**src/rtl/mem_access_unit.sv**
```systemverilog
// Memory stage after the EX ALU: one req/gnt/rvalid data-memory transaction per accepted
// instruction, with store lane steering, load alignment/extension and a one-cycle response.
module mem_access_unit #(
  parameter int unsigned DATA_WIDTH = 32,
  parameter int unsigned ADDR_WIDTH = 32
) (
  input  logic                  clk,
  input  logic                  rst,
  input  logic                  req_valid,
  output logic                  req_ready,
  input  logic                  mem_read,
  input  logic                  mem_write,
  input  logic [2:0]            funct3,
  input  logic [ADDR_WIDTH-1:0] alu_result,
  input  logic [DATA_WIDTH-1:0] store_data,
  output logic                  busy,
  output logic                  resp_valid,
  output logic [DATA_WIDTH-1:0] resp_data,
  output logic                  misaligned,
  output logic                  illegal,
  output logic                  dmem_req,
  output logic                  dmem_we,
  output logic [ADDR_WIDTH-1:0] dmem_addr,
  output logic [DATA_WIDTH-1:0] dmem_wdata,
  output logic [3:0]            dmem_wstrb,
  input  logic                  dmem_gnt,
  input  logic                  dmem_rvalid,
  input  logic [DATA_WIDTH-1:0] dmem_rdata
);

  typedef enum logic [1:0] {IDLE, REQ, WAIT, DONE} state_t;

  state_t          state;
  logic [2:0]      f3_q;
  logic [1:0]      lane_q;

  logic            ill_c;
  logic            mis_c;
  logic [3:0]      strb_c;
  logic [31:0]     wdata_c;
  logic [7:0]      byte_c;
  logic [15:0]     half_c;
  logic [31:0]     load_c;

  // Classification and store lane steering of the instruction currently presented by EX.
  always_comb begin
    ill_c   = 1'b0;
    mis_c   = 1'b0;
    strb_c  = 4'b1111;
    wdata_c = store_data;
    if (mem_read && mem_write) begin
      ill_c = 1'b1;
    end else if (mem_read) begin
      case (funct3)
        3'b000, 3'b001, 3'b010, 3'b100, 3'b101: ill_c = 1'b0;
        default:                                ill_c = 1'b1;
      endcase
    end else if (mem_write) begin
      case (funct3)
        3'b000, 3'b001, 3'b010: ill_c = 1'b0;
        default:                ill_c = 1'b1;
      endcase
    end
    if (mem_read || mem_write) begin
      case (funct3[1:0])
        2'b01:   mis_c = alu_result[0];
        2'b10:   mis_c = |alu_result[1:0];
        default: mis_c = 1'b0;
      endcase
    end
    case (funct3[1:0])
      2'b00: begin
        strb_c  = 4'b0001 << alu_result[1:0];
        wdata_c = {4{store_data[7:0]}};
      end
      2'b01: begin
        strb_c  = 4'b0011 << alu_result[1:0];
        wdata_c = {2{store_data[15:0]}};
      end
      default: begin
        strb_c  = 4'b1111;
        wdata_c = store_data;
      end
    endcase
  end

  // Load data selection uses the funct3/offset latched at accept, not the live inputs.
  always_comb begin
    byte_c = dmem_rdata[{lane_q, 3'b000} +: 8];
    half_c = dmem_rdata[{lane_q[1], 4'b0000} +: 16];
    case (f3_q)
      3'b000:  load_c = {{24{byte_c[7]}}, byte_c};
      3'b100:  load_c = {24'd0, byte_c};
      3'b001:  load_c = {{16{half_c[15]}}, half_c};
      3'b101:  load_c = {16'd0, half_c};
      default: load_c = dmem_rdata;
    endcase
  end

  always_ff @(posedge clk) begin
    if (rst) begin
      state      <= IDLE;
      req_ready  <= 1'b1;
      busy       <= 1'b0;
      resp_valid <= 1'b0;
      resp_data  <= '0;
      misaligned <= 1'b0;
      illegal    <= 1'b0;
      dmem_req   <= 1'b0;
      dmem_we    <= 1'b0;
      dmem_addr  <= '0;
      dmem_wdata <= '0;
      dmem_wstrb <= '0;
      f3_q       <= '0;
      lane_q     <= '0;
    end else begin
      case (state)
        IDLE: begin
          if (req_valid) begin
            req_ready <= 1'b0;
            busy      <= 1'b1;
            f3_q      <= funct3;
            lane_q    <= alu_result[1:0];
            if (ill_c || mis_c) begin
              state      <= DONE;
              resp_valid <= 1'b1;
              resp_data  <= '0;
              illegal    <= ill_c;
              misaligned <= mis_c & ~ill_c;
            end else if (!mem_read && !mem_write) begin
              state      <= DONE;
              resp_valid <= 1'b1;
              resp_data  <= alu_result;
            end else begin
              state      <= REQ;
              dmem_req   <= 1'b1;
              dmem_we    <= mem_write;
              dmem_addr  <= {alu_result[ADDR_WIDTH-1:2], 2'b00};
              dmem_wdata <= mem_write ? wdata_c : '0;
              dmem_wstrb <= mem_write ? strb_c : 4'b0000;
            end
          end
        end
        REQ: begin
          if (dmem_gnt) begin
            dmem_req <= 1'b0;
            if (dmem_we) begin
              state      <= DONE;
              resp_valid <= 1'b1;
              resp_data  <= '0;
            end else begin
              state <= WAIT;
            end
          end
        end
        WAIT: begin
          if (dmem_rvalid) begin
            state      <= DONE;
            resp_valid <= 1'b1;
            resp_data  <= load_c;
          end
        end
        DONE: begin
          state      <= IDLE;
          resp_valid <= 1'b0;
          misaligned <= 1'b0;
          illegal    <= 1'b0;
          req_ready  <= 1'b1;
          busy       <= 1'b0;
        end
        default: state <= IDLE;
      endcase
    end
  end

endmodule
```
**config.mk**
```make
export PLATFORM = sky130hd
export DESIGN_NAME = mem_access_unit
export DESIGN_NICKNAME = d
export VERILOG_FILES = /design/src/rtl/mem_access_unit.sv
export SDC_FILE = /design/constraint.sdc
export NUM_CORES = 1
export LEC_CHECK = 0
export ABC_CLOCK_PERIOD_IN_PS = 3400
export CORE_ASPECT_RATIO = 1.25
export CORE_MARGIN = 2
export CORE_UTILIZATION = 43
export DETAILED_ROUTE_END_ITERATION = 7
export PLACE_DENSITY = 0.88
export RECOVER_POWER = 25
export REMOVE_ABC_BUFFERS = 1
export SETUP_SLACK_MARGIN = 0.02
export SLEW_MARGIN = 5
export SYNTH_ARGS = -nofsm -noshare
export SYNTH_HDL_FRONTEND = slang
export SYNTH_SLANG_ARGS = --single-unit
```
**constraint.sdc**
```tcl
create_clock -name clk -period 3.4 [get_ports clk]
set_clock_uncertainty 0.15 [all_clocks]
set_input_delay 0.68 -clock clk [delete_from_list [all_inputs] [get_ports clk]]
set_output_delay 0.68 -clock clk [all_outputs]
set_load 0.02 [all_outputs]
```
-- Word level (Yosys, flattened, before mapping)
Index checks and enable logic that the tools add are counted.
- input bits: 106
- bits in registers: 112
- word-level logic and storage cells: 114
- reductions and logical operators: 24
- bitwise logic cells: 4
- eq/ne operators: 20
- multiplexer cells: 48
- shifts and indexed selects: 4
- operators with widths (kind ; count):
    32-bit 2-to-1 mux ; 7
    32-bit one-hot mux with 4 select lines ; 1
    32-bit one-hot mux with 3 select lines ; 1
    32-bit one-hot mux with 2 select lines ; 1
    32-bit by 6-bit indexed part select with 16-bit output ; 1
    32-bit by 6-bit indexed part select with 8-bit output ; 1
    1-bit 2-to-1 mux ; 23
    2-bit inequality test, second input constant ; 7
    3-bit equality test, second input constant ; 4
    1-bit one-hot mux with 2 select lines ; 6
    2-bit 2-to-1 mux ; 5
    5-bit AND reduction ; 2
    2-bit one-hot mux with 4 select lines ; 1
    4-bit one-hot mux with 2 select lines ; 1
    2-bit equality test, second input constant ; 3
    3-bit by 1-bit equality test with 1-bit output, second input constant ; 2
    3-bit logical NOT ; 2
    3-bit AND reduction ; 2
    6-bit AND reduction ; 1
    5-bit OR reduction ; 1
    2-bit by 1-bit equality test with 1-bit output, second input constant ; 2
    2-bit logical NOT ; 2
    4-bit 2-to-1 mux ; 1
    1-bit one-hot mux with 4 select lines ; 1
    15 further kinds ; 22

-- Longest topological paths before layout
- depth after elaboration: 11
- gate-level depth with buffers: 12

-- Worst setup path after synthesis
OpenSTA, ideal clock, no wires.
- kind: input to register
- start point: input funct3[1]
- end point: register resp_data[21]
- slack: 0.345 ns
- data arrival time: 2.759 ns
- stages: 11
- library setup time: 0.146 ns
- path through: inv_1 -> ha_1 -> buf_2 -> or2_1 -> buf_2 -> o31a_1 -> and3_1 -> buf_2 -> a211oi_4 -> buf_2 -> a211oi_2
- cells in the longest elaborated chain, start to end: 10
- ends and longest elaborated chain (what ; RTL line ; source):
    start, declared ; 13 ; input logic [2:0] funct3,
    3-bit by 1-bit equality test with 1-bit output (tied with other cells) ; 54, 59 ;
    3-bit OR reduction ; 59 ; case (funct3)
    1-bit 2-to-1 mux ; 59 ;
    1-bit 2-to-1 mux ; 58 ; end else if (mem_write) begin
    1-bit 2-to-1 mux ; 53 ; end else if (mem_read) begin
    1-bit 2-to-1 mux ; 51 ; if (mem_read && mem_write) begin
    1-bit logical OR * ; 124 ; if (ill_c || mis_c) begin
    32-bit 2-to-1 mux ; 124 ;
    32-bit 2-to-1 mux ; 119 ; if (req_valid) begin
    32-bit one-hot mux with 3 select lines ; 117 ; case (state)
    end signal, assigned ; 133 ; resp_data <= alu_result;
    end signal, assigned ; 160 ; resp_data <= load_c;
    end, declared ; 18 ; output logic [DATA_WIDTH-1:0] resp_data,
Mark *: on every way between the ends. The rest lies on a longest branch, timed or not. The select of a mux whose other input is x is not followed.
A chain may end at the register's enable or synchronous reset.

-- Final worst setup path
- start point: input funct3[0]
- end point: register resp_data[11]
Same word-level chain as after synthesis.

==> results_dict.tcl <==
set metrics [dict create \
    outcome "completed" \
    mostFrequentLayoutCells "162 x clkdlybuf4s50_1, 120 x nand2_1, 112 x dfxtp_1" \
    hold_end "dmem_wdata[15]" \
    critical_path_class "in2reg" \
    dpl_cell_area_um2 7420 \
    synth_cell_type_count 50 \
    setup_viol 0 \
    final_core_util 0.664 \
    synth.area.top_cells "dfxtp_1 44%, nand2_1 8.8%, a21oi_1 5.7%, o21ai_0 4.6%, a211oi_2 4.4%" \
    reg2regPathDepth 6 \
    startpoint_type "primary input" \
    synth_area_um2 5110 \
    hold_slack_ns 0.301 \
    crit_chain "clkdlybuf4s50_1 > inv_1 > ha_1 > or2_1 > o31a_1 > and3_1 > a211oi_4 > buf_12 > nor2_1 > a311oi_1" \
    cts_buffers 9 \
    clk_pin_slew_ns 0.07 \
    post-cts-setup-buffers 0 \
    io_buffer_count 210 \
    cpMaxStageDelayCell "clkdlybuf4s50_1" \
    cap_violations 0 \
    synth_top_cell_area_share 0.439 \
    dr.pass1.iters 5 \
    synth_seq_cells 112 \
    period_minus_slack_ns 3.09 \
    synthToLayoutAreaGrowth_pct 51.0 \
    ant_nets 0 \
    grt_pass1_wl_mm 27.0 \
    finalHoldViolCount 0 \
    gp_congestion 0.877 \
    cts_tree "yes" \
    synth_ff_type "dfxtp_1" \
    r2r_slack_ns 0.70 \
    grt_overflow 0 \
    arrival_ns 3.19 \
    tightest_slew_ns 0.877 \
    synth_warnings 0 \
    detail_route.wl_per_cell_um 18.0 \
    cts-root-buf "clkbuf_16" \
    ir_drop_mv 0.467 \
    cts_hold_buf 0 \
    start_util 0.440 \
    rows 44 \
    final_area_um2 7710 \
    die_w_um 102 \
    grt_max_degree 65 \
    drcViolationCount 0 \
    worstHoldPathCells 2 \
    hold_path_startpoint "dmem_wdata[15]" \
    grtUsageTotal 0.268 \
    die_height_um 126 \
    max_freq_ghz 0.324 \
    min_path_type "reg2reg" \
    synth_area_leader_cell "dfxtp_1" \
    h-tree-depth 3 \
    fin_crit_sh 0.909 \
    clk-insertion-delay-late_ns 0.35 \
    fp.dieArea_um2 12800 \
    hpwl_mm 13.3 \
    nets 916 \
    power.total_mw 4.81 \
    max_slew_margin 0.415 \
    worstPathMaxFanout 64 \
    drive_gt1_frac 0.0817 \
    fin_setup_tns_ns 0 \
    final_common_cell "clkdlybuf4s50_1" \
    grt_pass1_vias 5445 \
    end_kind "flop" \
    antenna_found_initial 0 \
    p_leak_nw 2.90 \
    via_per_inst 5.70 \
    ios 213 \
    r2r-end "resp_data[27]" \
    route.final.wire_length_mm 17.4 \
    rsz0062_at_grt "no" \
    cts_sinks 112 \
    first_iter_violations 309 \
    cts_max_path_buffers 2 \
    synthArstFlopShare 0 \
    critical-path-max-stage-delay_ns 0.53 \
    diodes 0 \
    post_cts_resized 0 \
    drv_slew 0 \
    num_vias 5522 \
    synth_edf_count 0 \
    crit-reg2reg-launch "state[1]" \
    synth.yosys.seq_area_share 0.439 \
    syn_inst 608 \
    required_ns 3.49 \
    coreArea_um2 11600 \
    pwr_density_cell_nw_per_um2 624 \
    synth.avg_cell_area_um2 8.40 \
]
[worst max-delay path: cells and delay by family]
family / cells / cell delay [ns]
compound gates: 3 / 0.82
fa+ha+maj: 1 / 0.21
buf+inv: 3 / 0.93
simple gates: 3 / 0.53
[cells in the mapped netlist (all sizes together) (6+ instances only)]
library cell and number:
a22oi 8, dfxtp 112, clkbuf 31, and3 6, a311oi 14, a211oi 21
o221ai 8, ha 7, a22o 20, nand2 120, inv 20, buf 17
mux2i 13, a221oi 24, nor2 42, o21ai 47, a21oi 59
[power by group]
| part | internal, mW | switching [mW] |
|---|---|---|
| Clock | 0.528 | 0.500 |
| Sequential | 1.51 | 0.127 |
| Combinational | 0.899 | 1.24 |
| Total | 2.94 | 1.87 |
[cell type report]
class	instances	area (um^2)
Fill cell	914	3900
Multi-Input combinational cell	428	2610
Timing Repair Buffer	231	2290
Sequential cell	112	2240
Clock buffer	10	239
Tap cell	161	201
Inverter	21	78.8
Clock inverter	6	53.8
[metal layers]
| metal | global-route usage | part of all wire | vias to the layer above |
|---|---|---|---|
| met1 | 0.297 | 0.36 | 2575 |
| li1 | - | - | 2578 |
| met4 | 0.125 | 0.037 | 0 |
| met3 | 0.0766 | 0.11 | 48 |
| met5 | 0 | 0 | - |
| met2 | 0.464 | 0.50 | 321 |
[metrics by stage]
step / std cells / setup slack, ns
after CTS: 969 / 0.317
after global routing: 969 / 0.182
after detailed placement: 953 / -0.0468
after floorplan: 561 / -0.852
after global placement: 953 / 0.106
final: 969 / 0.309
[sequential cells by signal (all words and copies together) (netlist names)]
register,count
busy,1
dmem_addr,30
dmem_req,1
dmem_wdata,32
dmem_we,1
dmem_wstrb,4
f3_q,3
illegal,1
lane_q,2
misaligned,1
req_ready,1
resp_data,32
resp_valid,1
state,2
[cell families after synthesis]
family,count (synthesis),synth area share
compound gates,220,0.312
fa+ha+maj,7,0.0171
buf+inv,69,0.0566
flops,112,0.439
mux,14,0.0277
other cells,1,0.000734
simple gates,185,0.147
[worst max path at each step]
stage,startpoint,to,slack (ns),cells past startpoint
floorplan,funct3[1],resp_data[15],-0.85,8
global placement,funct3[0],resp_data[9],0.11,10
detailed placement,funct3[0],resp_data[6],-0.05,10
CTS,funct3[0],resp_data[6],0.32,10
global route,funct3[0],resp_data[3],0.18,11
finish,funct3[0],resp_data[11],0.31,10
No activity file was read; power rests on OpenSTA's default activity.
